<file path="config.mk">
export PLATFORM = sky130hd
export DESIGN_NAME = alu_seq
export DESIGN_NICKNAME = d
export VERILOG_FILES = /design/src/rtl/alu_seq.sv
export SDC_FILE = /design/constraint.sdc
export NUM_CORES = 1
export LEC_CHECK = 0
export BUFFER_PORTS_ARGS = -buffer_cell sky130_fd_sc_hd__buf_4
export CAP_MARGIN = 0
export CORE_ASPECT_RATIO = 1.5
export CORE_MARGIN = 1.5
export CORE_UTILIZATION = 40
export DETAILED_ROUTE_END_ITERATION = 8
export GPL_ROUTABILITY_DRIVEN = 0
export PLACE_DENSITY = 0.61
export SYNTH_ARGS = -nofsm -noshare
export SYNTH_HDL_FRONTEND = slang
export SYNTH_SLANG_ARGS = --single-unit
</file>
<file path="constraint.sdc">
create_clock -name clk -period 2 [get_ports clk]
set_clock_uncertainty 0.1 [all_clocks]
set_input_delay 0.4 -clock clk [delete_from_list [all_inputs] [get_ports clk]]
set_output_delay 0.4 -clock clk [all_outputs]
set_load 0.01 [all_outputs]
</file>
<file path="src/rtl/alu_seq.sv">
// Register-machine sequencer wrapped around an external combinational 4-bit ALU.
// Load-immediate completes in IDLE; operate runs IDLE -> EXEC -> RESP.
//
// state | meaning
// IDLE  | accept instruction; load-immediate writes here
// EXEC  | drive ALU from latched operands, capture result and flags
// RESP  | hold response until res_ready
module alu_seq (
  input  logic       clk,
  input  logic       reset,
  input  logic       in_valid,
  output logic       in_ready,
  input  logic [9:0] in_instr,
  output logic [3:0] alu_A,
  output logic [3:0] alu_B,
  output logic [1:0] alu_op,
  output logic       alu_l,
  input  logic [3:0] alu_R,
  input  logic       alu_zero,
  input  logic       alu_carry,
  input  logic       alu_sign,
  output logic       res_valid,
  input  logic       res_ready,
  output logic [3:0] res_data,
  output logic [2:0] res_flags,
  input  logic [1:0] dbg_sel,
  output logic [3:0] dbg_data
);

  typedef enum logic [1:0] {IDLE, EXEC, RESP} state_t;

  state_t      state_q, state_d;
  logic [3:0]  regs_q [4];
  logic [3:0]  regs_d [4];
  logic        l_q, l_d;
  logic [1:0]  aluop_q, aluop_d;
  logic [1:0]  rd_q, rd_d;
  logic [1:0]  ra_q, ra_d;
  logic [1:0]  rb_q, rb_d;
  logic [3:0]  res_data_q, res_data_d;
  logic [2:0]  flags_q, flags_d;

  always_comb begin
    state_d    = state_q;
    regs_d     = regs_q;
    l_d        = l_q;
    aluop_d    = aluop_q;
    rd_d       = rd_q;
    ra_d       = ra_q;
    rb_d       = rb_q;
    res_data_d = res_data_q;
    flags_d    = flags_q;
    in_ready   = 1'b0;
    res_valid  = 1'b0;
    alu_A      = 4'h0;
    alu_B      = 4'h0;
    alu_op     = 2'b00;
    alu_l      = 1'b0;
    case (state_q)
      IDLE: begin
        in_ready = !reset;
        if (in_valid) begin
          if (in_instr[9]) begin
            regs_d[in_instr[5:4]] = in_instr[3:0];
          end else begin
            l_d     = in_instr[8];
            aluop_d = in_instr[7:6];
            rd_d    = in_instr[5:4];
            ra_d    = in_instr[3:2];
            rb_d    = in_instr[1:0];
            state_d = EXEC;
          end
        end
      end
      EXEC: begin
        // Operands come from the pre-write-back registers, so rd may alias ra/rb.
        alu_A          = regs_q[ra_q];
        alu_B          = regs_q[rb_q];
        alu_op         = aluop_q;
        alu_l          = l_q;
        regs_d[rd_q]   = alu_R;
        res_data_d     = alu_R;
        flags_d        = {alu_zero, alu_carry, alu_sign};
        state_d        = RESP;
      end
      RESP: begin
        res_valid = 1'b1;
        if (res_ready) state_d = IDLE;
      end
      default: state_d = IDLE;
    endcase
  end

  always_ff @(posedge clk) begin
    if (reset) begin
      state_q    <= IDLE;
      for (int i = 0; i < 4; i++) regs_q[i] <= 4'h0;
      l_q        <= 1'b0;
      aluop_q    <= 2'b00;
      rd_q       <= 2'b00;
      ra_q       <= 2'b00;
      rb_q       <= 2'b00;
      res_data_q <= 4'h0;
      flags_q    <= 3'b000;
    end else begin
      state_q    <= state_d;
      regs_q     <= regs_d;
      l_q        <= l_d;
      aluop_q    <= aluop_d;
      rd_q       <= rd_d;
      ra_q       <= ra_d;
      rb_q       <= rb_d;
      res_data_q <= res_data_d;
      flags_q    <= flags_d;
    end
  end

  assign res_data  = res_data_q;
  assign res_flags = flags_q;
  assign dbg_data  = regs_q[dbg_sel];

endmodule

</file>
==> out/results.ini, run 1 <==
[critical_path]
startpoint=rb_q[1]
end_kind=output port
crit_path_end=alu_B[3]
timing.rr.start=state_q[1]
critPathMaxStageDelay_ns=0.49
worstSetupStartpointType=flip-flop
crit_type=reg2out
critPathRequiredTime_ns=1.50
critical_path_peak_fanout=5
arrival_ns=1.46
r2r_slack_ns=0.28
crit_chain=mux4_2 > and2_1 > buf_4
r2r_cells=5
regToRegEndpoint=regs_q[3]
slowest_stage=mux4_2

[timing]
setup_viol=0
drv_slew=0
tns_ns=0
rsz0062_at_grt=yes
hold_violations=0
achievable-frequency_ghz=0.510
maxSlewHeadroom=0.748
worst_pin_slew_ns=0.376
fin_crit_ns=1.96
fin_crit_sh=0.980

[grt]
grt_pass1_wl_um=7840
grt_start_max_net_pins=36
grt.overflow.total=0
grt_pass1_vias=1656
grt_use_total=0.205
antenna_found_initial=0

[power_and_ir_drop]
power_frac_seq=0.503
power_frac_comb=0.181
pwr-share-clk=0.316
switchingPower_mw=0.394
p_int_mw=1.08
leakage_nw=0.860
max-vdd-ir-drop_uv=411
p_sw_frac=0.267
power.density_nw_per_um2=626

[yosys]
synthCells=191
netlist_area_um2=1870
yosys_warnings=0
ys_seq_area_frac=0.364
syn_area_per_cell_um2=9.78
synth-seq-cells=34
synth_nets=214
synth.distinct_cells=23

[floorplan]
die_w_um=58.8
ios=47
core_area_um2=4500
rows=30
start_util=0.415
die_h_um=86.7
dieArea_um2=5100

[clocking]
cts_setup_buffers=0
numClockSinks=34
cts_max_level=2
clk_latency_ns=0.28
cts_buffers=5
cts_tree=yes
root_buffer=clkbuf_8
holdBufCountCts=0
clk_pin_slew_ns=0.06
clockBufferDepth=2

[placement]
io_buffers=46
dpl.cell_count=277
dp_hpwl_um=3580

[run]
maxCapViolCount=0

[detailed_routing]
ant_nets=0
viasPerCell=6.02
drtIter0Drc=57
finalWirelength_um=4810
drcViolationCount=0
vias=1709
drt_pass1_iterations=4
post_drt_wl_per_cell_um=16.9

[cells_and_area]
layout.cells.non_filler=284
final_layout_size_suffix_gt1_frac=0.360
multi_input_area_um2=1110
fillers=436
area_growth_pct=26.1
final_nets=259
regArea_um2=689
diodes=0

[status]
status=finished clean

[hold_path]
hold_class=in2reg

cell families (layout without fill, tap and decap cells):
kind of cell / after synthesis / count (layout) / synth area share
AND/OR/NAND/NOR: 60 / 60 / 0.178
flip-flops: 34 / 34 / 0.364
multiplexers: 12 / 12 / 0.145
AO/OA/AOI/OAI: 70 / 70 / 0.267
buffers and inverters: 15 / 60 / 0.0462
cells in the final DEF (no fill, tap or decap):
cell type and count:
and4b_1 1, a21o_2 3, clkbuf_8 5, nor3_1 1, a311oi_2 1, or4b_1 1, a21o_4 1, nor4b_2 1
buf_6 3, nand2_1 32, buf_12 1, clkbuf_1 2, a32oi_1 16, nand2b_1 2, dfxtp_4 2, and2_1 9
mux4_2 12, dfxtp_1 31, nor2b_1 4, dfxtp_2 1, and4bb_2 2, nor2_1 3, nor4b_4 1, and2_4 3
a21oi_1 34, buf_4 49, a311oi_1 15
power groups by stage:
stage / combinational, mW / clock, mW / sequential [mW]
2_1_floorplan: 0.165 / 0 / 0.747
4_1_cts: 0.265 / 0.479 / 0.743
3_3_place_gp: 0.263 / 0 / 0.758
5_1_grt: 0.292 / 0.506 / 0.748
6_report: 0.267 / 0.466 / 0.742
3_5_place_dp: 0.265 / 0 / 0.759
synthesized netlist by cell type:
master / instances / area [µm²]
nor4b_2: 1 / 15.0
a21oi_1: 34 / 170
a311oi_2: 1 / 15.0
a21o_2: 3 / 26.3
a21o_4: 1 / 15.0
a32oi_1: 16 / 140
dfxtp_1: 34 / 681
buf_2: 6 / 30.0
clkbuf_1: 5 / 18.8
and4b_1: 1 / 10.0
or4b_1: 1 / 10.0
nor4b_4: 1 / 23.8
mux4_2: 12 / 270
and4bb_2: 2 / 25.0
nor2_1: 3 / 11.3
nand2b_1: 2 / 12.5
buf_4: 2 / 15.0
nor3_1: 1 / 5.00
nand2_1: 32 / 120
and2_1: 12 / 75.1
buf_6: 2 / 22.5
a311oi_1: 15 / 131
nor2b_1: 4 / 25.0
worst min-delay path by stage:
| stage | slack (ns) | from | to | cells after the start |
|---|---|---|---|---|
| CTS | 0.26 | alu_zero | res_flags[2] | 3 |
| finish | 0.26 | in_instr[7] | aluop_q[1] | 3 |
| floorplan | 0.33 | aluop_q[0] | aluop_q[0] | 2 |
| global route | 0.26 | in_instr[8] | l_q | 3 |
| detailed placement | 0.35 | aluop_q[0] | aluop_q[0] | 2 |
| global placement | 0.34 | aluop_q[1] | aluop_q[1] | 2 |
flip-flops by register name, indices dropped and copies added, names as in the netlist:
register	cells
rd_q	2
res_flags	3
regs_q	16
state_q	2
l_q	1
aluop_q	2
res_data	4
rb_q	2
ra_q	2
worst max-delay path, delay by kind of cell, from the launching register on:
kind	cells	cell delay, ns
buf+inv	1	0.14
flops	1	0.39
mux	1	0.49
simple gates	1	0.17
final cells by class:
class	count	share of cell area
clock buffer	7	0.0324
timing repair buffer	53	0.179
multi-input combinational	142	0.471
sequential	34	0.293
tap	48	0.0255
per-stage QoR:
| stage | utilization | hold WS (ns) | setup WS (ns) | cell area (µm²) | total power [mW] |
|---|---|---|---|---|---|
| finish | 0.523 | 0.261 | 0.0395 | 2360 | 1.48 |
| global route | 0.523 | 0.263 | 0.000968 | 2360 | 1.55 |
| CTS | 0.518 | 0.259 | 0.00339 | 2330 | 1.49 |
| detailed placement | 0.500 | 0.349 | 0.194 | 2250 | 1.02 |
| global placement | 0.500 | 0.342 | 0.209 | 2250 | 1.02 |
| floorplan | - | 0.332 | 0.379 | 1870 | 0.912 |
routing by layer:
layer	track usage	vias to the layer above	wire, µm
li1	-	835	-
met1	0.232	817	1930
met2	0.363	46	2590
met3	0.0358	11	143
met4	0.0971	0	142
met5	0	-	0
what timing repair did:
| item | CTS | global route |
|---|---|---|
| resized for setup | 3 | 8 |
| endpoints found under the setup margin | 6 | 11 |
| hold endpoints to repair | 0 | 0 |
No activity file was read; power rests on OpenSTA's default activity.
==> inputs of run 2 (changes only) <==
--- a/config.mk
+++ b/config.mk
@@ -5,7 +5,7 @@
 export SDC_FILE = /design/constraint.sdc
 export NUM_CORES = 1
 export LEC_CHECK = 0
-export BUFFER_PORTS_ARGS = -buffer_cell sky130_fd_sc_hd__buf_4
+export BUFFER_PORTS_ARGS = -buffer_cell sky130_fd_sc_hd__buf_2
 export CAP_MARGIN = 0
 export CORE_ASPECT_RATIO = 1.5
 export CORE_MARGIN = 1.5
==> constraint.sdc (replaced) <==
create_clock -name clk -period 2 [get_ports clk]
set_clock_uncertainty 0.1 [all_clocks]
set_input_delay 0.4 -clock clk [delete_from_list [all_inputs] [get_ports clk]]
set_output_delay 0.4 -clock clk [all_outputs]
set_load 0.005 [all_outputs]
==> out/results.ini, run 2 (synthesis gave the netlist of run 1 again) <==
[status]
status=finished clean

[power_and_ir_drop]
switchingPower_mw=0.391  ; -0.96%
power_frac_seq=0.511  ; +0.008
max-vdd-ir-drop_uv=411  ; about the same
pwr-share-clk=0.323  ; +0.007
p_sw_frac=0.270  ; +0.00217
p_int_mw=1.06  ; -2.0%
power.density_nw_per_um2=651  ; +3.9%
leakage_nw=0.843  ; -2.0%
power_frac_comb=0.165  ; -0.016

[hold_path]
hold_class=in2reg
hp-start=in_instr[7]

[floorplan]
core_area_um2=4500  ; unchanged
start_util=0.415  ; unchanged
die_w_um=58.8  ; unchanged
ios=47  ; unchanged
die_h_um=86.7  ; unchanged
dieArea_um2=5100  ; unchanged
rows=30  ; unchanged

[critical_path]
end_kind=output port
critPathMaxStageDelay_ns=0.49  ; about the same
worstSetupStartpointType=flip-flop
timing.rr.start=state_q[1]
crit_chain=mux4_2 > and2_1 > buf_2
critPathRequiredTime_ns=1.50  ; about the same
slowest_stage=mux4_2
crit_type=reg2out
critical_path_peak_fanout=5  ; unchanged
arrival_ns=1.44  ; -0.02 ns
startpoint=ra_q[1]

[cells_and_area]
largest-register=regs_q
largest_reg_flops=16  ; unchanged
final_layout_size_suffix_gt1_frac=0.357  ; -0.00303
layout.cells.non_filler=286  ; +0.70%
final_common_cell=buf_2
fin_util=0.494  ; -0.0286
layout_common_cells=buf_2 (46), a21oi_1 (34), nand2_1 (32)
final_nets=261  ; +0.77%
fillers=468  ; +7.3%
diodes=0  ; unchanged
area_growth_pct=19.2

[timing]
setup_viol=0  ; unchanged
hold_violations=0  ; unchanged
worst_pin_slew_ns=0.363  ; -0.0137 ns
drv_slew=0  ; unchanged
rsz0062_at_grt=no
fin_crit_sh=0.968  ; -0.0122
achievable-frequency_ghz=0.517  ; +1.3%
fin_crit_ns=1.94  ; -0.0244 ns
maxSlewHeadroom=0.758  ; +0.0102
tns_ns=0  ; unchanged

[clocking]
cts_setup_buffers=0  ; unchanged
cts_buffers=5  ; unchanged
cts_max_level=2  ; unchanged
clk_latency_ns=0.28  ; about the same
clockBufferDepth=2  ; unchanged
cts_tree=yes
clk_pin_slew_ns=0.06  ; about the same
root_buffer=clkbuf_8
holdBufCountCts=0  ; unchanged
numClockSinks=34  ; unchanged

[detailed_routing]
met2WireLength_um=2530  ; -2.4%
drtIter0Drc=45  ; -21%
ant_nets=0  ; unchanged
finalWirelength_um=4760  ; -1.0%
drcViolationCount=0  ; unchanged
post_drt_wl_per_cell_um=16.7  ; -1.7%
drt_pass1_iterations=4  ; unchanged
top_layer=met4
m1WireLength_um=1990  ; +3.0%
vias=1681  ; -1.6%
viasPerCell=5.88  ; -2.3%
wl_met3_um=144  ; +0.70%

[grt]
grt_pass1_vias=1637  ; -1.1%
grt_start_max_net_pins=33  ; -8.3%
grt.overflow.total=0  ; unchanged
antenna_found_initial=0  ; unchanged
grt_use_total=0.206  ; +0.000910
grt_pass1_wl_um=7890  ; +0.61%

[placement]
io_buffers=46  ; unchanged
dp_hpwl_um=3600  ; +0.69%
dpl.cell_count=279  ; +0.72%

[run]
maxCapViolCount=0  ; unchanged

## run 2: power by group through the flow
| stage | registers (mW) | logic (mW) | clock network, mW |
|---|---|---|---|
| floorplan | 0.745 | 0.161 | 0 |
| global placement | 0.757 | 0.236 | 0 |
| detailed placement | 0.758 | 0.238 | 0 |
| CTS | 0.743 | 0.238 | 0.480 |
| global route | 0.747 | 0.263 | 0.512 |
| finish | 0.741 | 0.240 | 0.469 |
## run 2: timing repair
item                       in CTS  in global routing
setup endpoints to repair       6                 11
gates resized for setup         2                  4
pin swaps                       0                  0
## run 2: path summary, 6_finish.rpt
path | endpoint | slack (ns) | cells after the start
setup reg to reg | regs_q[8] | 0.32 | 5
setup / recovery | alu_A[3] | 0.06 | 3
hold / removal | aluop_q[1] | 0.25 | 3
hold reg to reg | res_data[1] | 0.35 | 2
## run 2: critical path, delay by kind of cell, from the launching register on
family,cells,cell delay (ns)
flops,1,0.39
buf+inv,1,0.12
mux,1,0.49
simple gates,1,0.17
## run 2: cell type report
| class | instances | area, µm² | area share |
|---|---|---|---|
| Tap cell | 48 | 60.1 | 0.0270 |
| Sequential cell | 34 | 689 | 0.310 |
| Timing Repair Buffer | 55 | 298 | 0.134 |
| Multi-Input combinational cell | 142 | 1100 | 0.496 |
| Clock buffer | 7 | 76.3 | 0.0343 |
## run 2: metrics by stage
| step | power [mW] | instance area [µm²] | worst slack [ns] | hold slack [ns] |
|---|---|---|---|---|
| 2_1_floorplan | 0.906 | 1870 | 0.401 | 0.332 |
| 3_3_place_gp | 0.994 | 2140 | 0.236 | 0.342 |
| 3_5_place_dp | 0.996 | 2140 | 0.224 | 0.344 |
| 4_1_cts | 1.46 | 2220 | 0.0175 | 0.248 |
| 5_1_grt | 1.52 | 2230 | 0.00157 | 0.254 |
| 6_report | 1.45 | 2230 | 0.0639 | 0.252 |
## run 2: routing by layer
metal / up-vias / GRT usage
met5: - / 0
met4: 0 / 0.0806
met3: 8 / 0.0373
met2: 45 / 0.371
met1: 783 / 0.234
li1: 845 / -
